===== src/rtl/ibex_pkg.sv =====
// ibex_pkg: shared type definitions for the core. Only the items used by the
// writeback buffer are defined here.
//   rv32f_e : floating-point extension selection
//     RV32FNone   - no FP register file; FP writes never occur
//     RV32Fbfloat - bfloat16 FP register file present
package ibex_pkg;

  typedef enum integer {
    RV32FNone   = 0,
    RV32Fbfloat = 1
  } rv32f_e;

endpackage


===== src/rtl/ibex_wb_buffer.sv =====
// ibex_wb_buffer: single-entry writeback stage behind the execute block.
// Captures one EX result (integer or FP), optionally waits for the LSU
// response of a load/store, then issues exactly one register-file write.
// The held ALU/FP result is exposed for operand forwarding.
//
// Ports:
//   clk_i, rst_ni           clock, asynchronous active-low reset
//   en_wb_i                 ID hands an instruction to WB this cycle
//   instr_type_i[1:0]       0 ALU/FP, 1 load, 2 store, 3 reserved (ALU, no write)
//   rf_we_i, rf_waddr_i     destination write request and index
//   fp_sel_i                destination is the FP register file
//   ex_valid_i, result_ex_i EX result and its valid
//   lsu_resp_valid_i        LSU response for the held load/store
//   lsu_resp_err_i          LSU response is a bus error
//   lsu_rdata_i             load data
//   ready_wb_o              WB can accept an instruction this cycle
//   rf_we_wb_o, fp_we_wb_o  integer / FP register file write enables
//   rf_waddr_wb_o           write address shared by both files
//   rf_wdata_wb_o           write data
//   fwd_valid_o, fwd_fp_o   forwarding valid and target file
//   fwd_data_o              held ALU/FP result
//   instr_done_o            held instruction retires this cycle
//   outstanding_load_o      load held, response pending
//   outstanding_store_o     store held, response pending
//   lsu_err_o               held load/store retired with an error
module ibex_wb_buffer #(
  parameter ibex_pkg::rv32f_e RV32F = ibex_pkg::RV32Fbfloat
) (
  input  logic        clk_i,
  input  logic        rst_ni,

  input  logic        en_wb_i,
  input  logic [1:0]  instr_type_i,
  input  logic        rf_we_i,
  input  logic [4:0]  rf_waddr_i,
  input  logic        fp_sel_i,

  input  logic        ex_valid_i,
  input  logic [31:0] result_ex_i,

  input  logic        lsu_resp_valid_i,
  input  logic        lsu_resp_err_i,
  input  logic [31:0] lsu_rdata_i,

  output logic        ready_wb_o,

  output logic        rf_we_wb_o,
  output logic        fp_we_wb_o,
  output logic [4:0]  rf_waddr_wb_o,
  output logic [31:0] rf_wdata_wb_o,

  output logic        fwd_valid_o,
  output logic        fwd_fp_o,
  output logic [31:0] fwd_data_o,

  output logic        instr_done_o,
  output logic        outstanding_load_o,
  output logic        outstanding_store_o,
  output logic        lsu_err_o
);

  localparam logic [1:0] TYPE_ALU   = 2'd0;
  localparam logic [1:0] TYPE_LOAD  = 2'd1;
  localparam logic [1:0] TYPE_STORE = 2'd2;
  localparam logic [1:0] TYPE_RSVD  = 2'd3;

  localparam bit HAS_FP = (RV32F != ibex_pkg::RV32FNone);

  logic        valid_q;
  logic [1:0]  type_q;
  logic        we_q;
  logic        fp_q;
  logic [4:0]  waddr_q;
  logic [31:0] wdata_q;

  logic        accept;
  logic        done;
  logic        is_load_q;
  logic        is_store_q;
  logic        is_lsu_q;
  logic        load_err;
  logic        fp_sel_eff;
  logic [1:0]  type_d;
  logic        we_d;

  // Decode of the incoming instruction. Reserved encodings are held as ALU
  // ops that never write, so they retire one cycle after capture.
  assign fp_sel_eff = HAS_FP & fp_sel_i;

  always_comb begin
    type_d = instr_type_i;
    we_d   = rf_we_i;
    if (instr_type_i == TYPE_RSVD) begin
      type_d = TYPE_ALU;
      we_d   = 1'b0;
    end else if (instr_type_i == TYPE_STORE) begin
      we_d   = 1'b0;
    end
  end

  // Retirement: ALU results retire as soon as they are held; memory ops wait
  // for the LSU response. A response while nothing memory-related is held
  // cannot retire anything because it is qualified by is_lsu_q.
  assign is_load_q  = (type_q == TYPE_LOAD);
  assign is_store_q = (type_q == TYPE_STORE);
  assign is_lsu_q   = is_load_q | is_store_q;

  assign done     = valid_q & (is_lsu_q ? lsu_resp_valid_i : 1'b1);
  assign load_err = is_load_q & lsu_resp_err_i;

  assign ready_wb_o = ~valid_q | done;
  assign accept     = en_wb_i & ex_valid_i & ready_wb_o;

  // Capture stage boundary: holds one instruction until it retires.
  always_ff @(posedge clk_i or negedge rst_ni) begin
    if (!rst_ni) begin
      valid_q <= 1'b0;
      type_q  <= TYPE_ALU;
      we_q    <= 1'b0;
      fp_q    <= 1'b0;
      waddr_q <= 5'd0;
      wdata_q <= 32'd0;
    end else if (accept) begin
      valid_q <= 1'b1;
      type_q  <= type_d;
      we_q    <= we_d;
      fp_q    <= fp_sel_eff;
      waddr_q <= rf_waddr_i;
      wdata_q <= result_ex_i;
    end else if (done) begin
      valid_q <= 1'b0;
    end
  end

  // Register-file write port. x0 is hardwired so integer writes to it are
  // dropped; f0 is a real register and is written. A faulting load retires
  // without writing.
  assign rf_waddr_wb_o = waddr_q;
  assign rf_wdata_wb_o = is_load_q ? lsu_rdata_i : wdata_q;

  assign rf_we_wb_o = done & we_q & ~fp_q & (waddr_q != 5'd0) & ~load_err;
  assign fp_we_wb_o = HAS_FP & done & we_q & fp_q & ~load_err;

  // Forwarding only ever exposes the registered ALU/FP result; load data
  // arrives combinationally from the LSU and is not forwarded.
  assign fwd_valid_o = valid_q & (type_q == TYPE_ALU) & we_q;
  assign fwd_fp_o    = fp_q;
  assign fwd_data_o  = wdata_q;

  assign instr_done_o        = done;
  assign outstanding_load_o  = valid_q & is_load_q;
  assign outstanding_store_o = valid_q & is_store_q;
  assign lsu_err_o           = done & is_lsu_q & lsu_resp_err_i;

endmodule


===== config.mk =====
export PLATFORM = sky130hd
export DESIGN_NAME = ibex_wb_buffer
export DESIGN_NICKNAME = d
export VERILOG_FILES = /design/src/rtl/ibex_pkg.sv /design/src/rtl/ibex_wb_buffer.sv
export SDC_FILE = /design/constraint.sdc
export NUM_CORES = 1
export LEC_CHECK = 0
export BUFFER_PORTS_ARGS = -buffer_cell sky130_fd_sc_hd__buf_2
export CORE_MARGIN = 2
export CORE_UTILIZATION = 40
export CTS_CLUSTER_SIZE = 8
export DETAILED_ROUTE_END_ITERATION = 10
export GPL_ROUTABILITY_DRIVEN = 0
export PLACE_DENSITY = 0.78
export SLEW_MARGIN = 0
export SYNTH_ARGS = -nofsm -noshare
export SYNTH_HDL_FRONTEND = slang
export SYNTH_SLANG_ARGS = --single-unit
export TNS_END_PERCENT = 1

===== constraint.sdc =====
create_clock -name clk_i -period 2.1 [get_ports clk_i]
set_input_delay 0.525 -clock clk_i [delete_from_list [all_inputs] [get_ports clk_i]]
set_output_delay 0.525 -clock clk_i [all_outputs]
set_load 0.01 [all_outputs]

==> results of run 1 <==
-- how the worst max path moves through the flow --
| stage | slack (ns) | cells after the start | to |
|---|---|---|---|
| floorplan | 0.17 | 5 | rf_wdata_wb_o[0] |
| detailed placement | 0.14 | 5 | rf_wdata_wb_o[16] |
| CTS | -0.1 | 7 | rf_we_wb_o |
| finish | -0.1 | 6 | rf_wdata_wb_o[13] |
| global placement | 0.20 | 5 | rf_wdata_wb_o[17] |
| global route | -0.18 | 6 | rf_wdata_wb_o[25] |
-- where the power goes --
group | internal (uW) | switching, uW | total (uW)
sequential | 959 | 121 | 1080
clock | 380 | 251 | 631
combinational | 854 | 522 | 1380
-- stage by stage --
| step | setup slack (ns) | cell area [um2] | power (uW) | cells |
|---|---|---|---|---|
| after floorplan | 0.167 | 2290 | 1750 | 149 |
| after global placement | 0.205 | 3150 | 2180 | 373 |
| after CTS | -0.0980 | 3370 | 2950 | 381 |
| final | -0.0960 | 3550 | 3090 | 383 |
| after detailed placement | 0.143 | 3150 | 2210 | 373 |
| after global routing | -0.175 | 3550 | 3260 | 383 |
-- state kept, by name, summed over array words and instances (netlist names) --
name / flops
type_q: 2
valid_q: 1
fwd_data_o: 32
fwd_fp_o: 1
we_q: 1
rf_waddr_wb_o: 5
-- critical path, stage by stage (launching register included) --
cell and delay, ns:
dfrtp_1 0.40, inv_2 0.11, ha_4 0.17, buf_12 0.12
buf_12 0.11, mux2_2 0.35, buf_6 0.12
-- cell families after synthesis --
family | Yosys count | synth area share (%)
AND/OR/NAND/NOR | 19 | 5.29
buffers and inverters | 12 | 5.29
adder cells (fa/ha/maj) | 3 | 1.64
multiplexers | 73 | 42.0
flip-flops | 42 | 45.8
-- Yosys cell counts --
cell type,number
dfrtp_1,42
mux2_4,38
mux2_2,32
buf_12,4
and2_1,3
buf_2,3
ha_1,3
inv_1,3
nand2b_1,3
and3_1,2
mux2i_1,2
nand2_1,2
nor2_1,2
buf_6,1
clkbuf_1,1
mux2_1,1
nand2_2,1
nand3b_2,1
nand4_1,1
nor2b_1,1
nor2b_4,1
nor3_1,1
or4_1,1
-- routing by layer --
metal,up-vias,track usage [%],share of wire (%)
li1,845,-,-
met1,876,17.8,37
met2,87,29.7,54
met3,5,4.07,8.2
met4,0,4.14,0.58
met5,-,0,0
-- repair_timing --
item	in CTS	in global routing
gates resized for setup	17	28
setup buffers	1	2
pin swaps	1	2
endpoints found under the setup margin	35	35
hold buffers	0	0
-- cell type report --
cell class / count / area (um2) / share of cell area, %
clock buffer: 6 / 82.6 / 2.33
clock inverter: 1 / 30.0 / 0.846
inverter: 3 / 11.3 / 0.317
multi-input combinational: 95 / 1200 / 33.7
sequential: 42 / 1050 / 29.6
tap: 72 / 90.1 / 2.54
timing repair buffer: 164 / 1090 / 30.7
==> impl_metrics.yaml, run 1 <==
status:
  status: "finished with violations"
  violations: "setup timing"
sta:
  worst_slew_pin_slew_ns: 0.495
  timing.final.crit_share_pct: 105
  hold_viol_final: 0
  timing.final.ws_setup_ns: -0.0960
  relSlewSlack_pct: 67.0
  fmax_mhz: 455
  clock_skew_ns: 0.00977
  setup_viol: 33
  setup_tns_ns: -1.71
  whs_ns: 0.197
  rsz0062_at_grt: "yes"
  slew_violations: 0
  fin_crit_ns: 2.20
hold_path:
  holdCritPathClass: "primary input to async pin"
synthesis:
  syn_inst: 149
  ys_warn_count: 0
  ys_seq_area_share_pct: 45.8
  synth.distinct_cells: 23
  avgSynthCellArea_um2: 15.4
  synth_area_um2: 2290
  netlist.area_leader.share_pct: 45.8
  postSynthNetCount: 231
  netlist_top_cells_area: "dfrtp_1 46%, mux2_4 25%, mux2_2 16%, buf_12 3.5%, ha_1 1.6%"
  ys_ff_latch: 42
  synth.largest_area_cell: "dfrtp_1"
layout:
  final_cell_mix: "131 x buf_2, 51 x mux2_4, 42 x dfrtp_1, 26 x buf_6, 19 x mux2_2"
  diodes: 0
  area.growth.synth_to_final_pct: 54.8
  fill_cells: 435
  final_net_count: 393
  layout-drive-gt1-share_pct: 80.1
  final_util_pct: 64.5
  final_common_cell: "buf_2"
cts:
  numCtsBuffers: 5
  cts_root_buf: "clkbuf_8"
  clkLatencyLatePin_ns: 0.28
  clk_pin_slew_ns: 0.08
  ctsLongestPathBuffers: 2
  cts_tree: "yes"
  cts_max_level: 2
  clock_sinks: 42
placed_design:
  dp_hpwl_mm: 4.02
  io_buffers: 156
route:
  post_drt_via_cell_ratio: 4.73
  ant_nets: 0
  first_pass_iters: 4
  vias: 1813
  drtIter0Drc: 23
  post-route-drc-count: 0
  wire_per_inst_um: 14.5
  wl_mm: 5.55
die:
  core_um2: 5510
  io_pins: 157
  die_height_um: 79.7
  die_w_um: 79.7
  initial_core_util_pct: 41.6
  rows: 27
  die_area_um2: 6360
setup_path:
  r2r_start: "type_q[1]$_DFFE_PN0P_"
  cp-startpoint: "type_q[1]$_DFFE_PN0P_"
  cp.arrival_ns: 1.67
  r2r_setup_slack_ns: 0.39
  r2r_cells: 6
  cp.required_ns: 1.57
  cp_max_fo: 8
  r2r_end: "fwd_data_o[3]$_DFFE_PN0P_"
  cp-start-kind: "flip-flop"
  worstSetupPathType: "flip-flop to output port"
  end_kind: "output port"
global_routing:
  grt_first_pass_wirelength_mm: 7.94
  antenna_found_initial: 0
  grt_pass1_vias: 1723
  grt_overflow: 0
  grt_max_degree: 23
  globalRouteTotalUtil_pct: 15.9
pwr:
  peakVddDrop_mv: 0.397
  power_density_nw_per_um2: 870
  total_leakage_power_uw: 0.00186
run:
  maxCapViolCount: 0
Power figures use the tool's default switching activity.
==> run 2, diff against run 1 <==
--- a/config.mk
+++ b/config.mk
@@ -14,2 +14,3 @@
 export PLACE_DENSITY = 0.78
+export RECOVER_POWER = 50
 export SLEW_MARGIN = 0
==> constraint.sdc (replaced) <==
create_clock -name clk_i -period 2.1 [get_ports clk_i]
set_input_delay 0.21 -clock clk_i [delete_from_list [all_inputs] [get_ports clk_i]]
set_output_delay 0.21 -clock clk_i [all_outputs]
set_load 0.01 [all_outputs]
==> impl_metrics.yaml, run 2 (synthesized netlist as in run 1, its figures left out) <==
cts:
  ctsLongestPathBuffers: 2
  clkLatencyLatePin_ns: 0.28
  cts_tree: "yes"
  cts_max_level: 2
  cts_root_buf: "clkbuf_8"
  numCtsBuffers: 5
  cts_setup_buffers: 0
  clock_sinks: 42
  clk_pin_slew_ns: 0.08
route:
  drtIter0Drc: 43
  wire_per_inst_um: 13.6
  post_drt_via_cell_ratio: 4.63
  first_pass_iters: 4
  post-route-drc-count: 0
  wl_mm: 5.20
  ant_nets: 0
  vias: 1773
sta:
  rsz0062_at_grt: "no"
  hold_viol_final: 0
  slew_violations: 0
  setup_tns_ns: 0
  setup_viol: 0
  whs_ns: 0.143
  timing.final.crit_share_pct: 92.3
  relSlewSlack_pct: 14.0
  fmax_mhz: 516
  timing.final.ws_setup_ns: 0.161
  fin_crit_ns: 1.94
  worst_slew_pin_slew_ns: 1.29
  clock_skew_ns: 0.00348
setup_path:
  r2r_setup_slack_ns: 0.34
  worstSetupPathType: "flip-flop to output port"
  end_kind: "output port"
  cp_max_fo: 18
  cp-start-kind: "flip-flop"
  r2r_start: "type_q[0]$_DFFE_PN0P_"
  r2r_end: "fwd_data_o[3]$_DFFE_PN0P_"
  cp.arrival_ns: 1.73
  cp.required_ns: 1.89
  r2r_cells: 6
layout:
  final_net_count: 392
  diodes: 0
  final_common_cell: "buf_2"
  layout-drive-gt1-share_pct: 65.6
  fill_cells: 505
  area.growth.synth_to_final_pct: 39.1
  layoutNonFillerInstCount: 383
  final_cell_mix: "117 x buf_2, 42 x dfrtp_1, 39 x clkbuf_1, 38 x mux2_4, 32 x mux2_2"
  largest_reg_flops: 32
placed_design:
  dp_hpwl_mm: 4.04
  io_buffers: 156
  dp.cells: 374
  post-place-ws_ns: 0.344
pwr:
  power_density_nw_per_um2: 859
  power_uw: 2740
  peakVddDrop_mv: 0.317
  seqPwrFrac_pct: 39.5
  power_frac_comb_pct: 38.1
  internal-power_uw: 1890
  total_leakage_power_uw: 0.00162
  p_switching_uw: 844
  swShare_pct: 30.8
  pwr-share-clk_pct: 22.4
global_routing:
  grt_first_pass_wirelength_mm: 7.83
  antenna_found_initial: 0
  grt_overflow: 0
  globalRouteTotalUtil_pct: 15.7
  grt_pass1_vias: 1640
  grt_max_degree: 26
hold_path:
  min_to: "fwd_data_o[3]$_DFFE_PN0P_"
  min_from: "result_ex_i[3]"
  hold_path_depth: 2
  holdCritPathClass: "primary input to flip-flop"
die:
  core_um2: 5510
  initial_core_util_pct: 41.6
  die_w_um: 79.7
  rows: 27
  die_area_um2: 6360
  die_height_um: 79.7
  io_pins: 157
run:
  maxCapViolCount: 0
status:
  status: "completed"
run 2: changes by cell type in the layout (fill, tap and decap cells not counted), sizes merged:
cell,delta
clkinv,+2
buf,-43
dlygate4sd3,+1
clkbuf,+40
run 2: worst max-delay path by stage:
stage                                     start                          to  slack [ns]  depth (start not counted)
after global routing                     rst_ni  fwd_data_o[18]$_DFFE_PN0P_        0.07                          3
after global placement    type_q[0]$_DFFE_PN0P_   fwd_data_o[3]$_DFFE_PN0P_        0.40                          6
after CTS                 type_q[1]$_DFFE_PN0P_           rf_wdata_wb_o[19]        0.14                          5
after floorplan           type_q[0]$_DFFE_PN0P_  fwd_data_o[10]$_DFFE_PN0P_        0.42                          7
final                     type_q[1]$_DFFE_PN0P_           rf_wdata_wb_o[19]        0.16                          5
after detailed placement  type_q[0]$_DFFE_PN0P_   fwd_data_o[3]$_DFFE_PN0P_        0.34                          6
run 2: critical path: stages, from the launching register on:
cell,delay (ns)
dfrtp_1,0.39
inv_1,0.10
ha_1,0.19
buf_4,0.26
mux2_2,0.36
buf_2,0.14
run 2: metal layers:
layer  global-route usage [%]  up-vias  part of all wire [%]
li1                         -      846                     -
met1                     19.2      845                    41
met2                     27.7       80                    50
met3                     4.07        2                   8.4
met4                     3.62        0                  0.31
met5                        0        -                     0
run 2: power by group through the flow:
| stage | clock network, uW | logic (uW) | registers [uW] |
|---|---|---|---|
| 4_1_cts | 636 | 1100 | 1080 |
| 6_report | 613 | 1040 | 1080 |
| 3_3_place_gp | 0 | 1070 | 1090 |
| 2_1_floorplan | 0 | 612 | 1140 |
| 3_5_place_dp | 0 | 1090 | 1090 |
| 5_1_grt | 675 | 1120 | 1110 |
run 2: area by class of cell:
cell class	instances	area (um2)	share of cell area [%]
Multi-Input combinational cell	95	1120	35.2
Sequential cell	42	1050	33.0
Timing Repair Buffer	163	807	25.3
Tap cell	72	90.1	2.82
Clock buffer	5	68.8	2.16
Clock inverter	3	40.0	1.26
Inverter	3	11.3	0.353
run 2: through the flow:
step	cell area (um2)	util, %
after floorplan	2290	-
after global placement	3120	56.7
after detailed placement	3120	56.7
after CTS	3240	58.9
after global routing	3190	57.9
final	3190	57.9
run 2: timing repair:
action	4_1_cts	5_1_grt
hold buffers	1	0
endpoints found under the hold margin	23	0
gates resized for setup	0	0
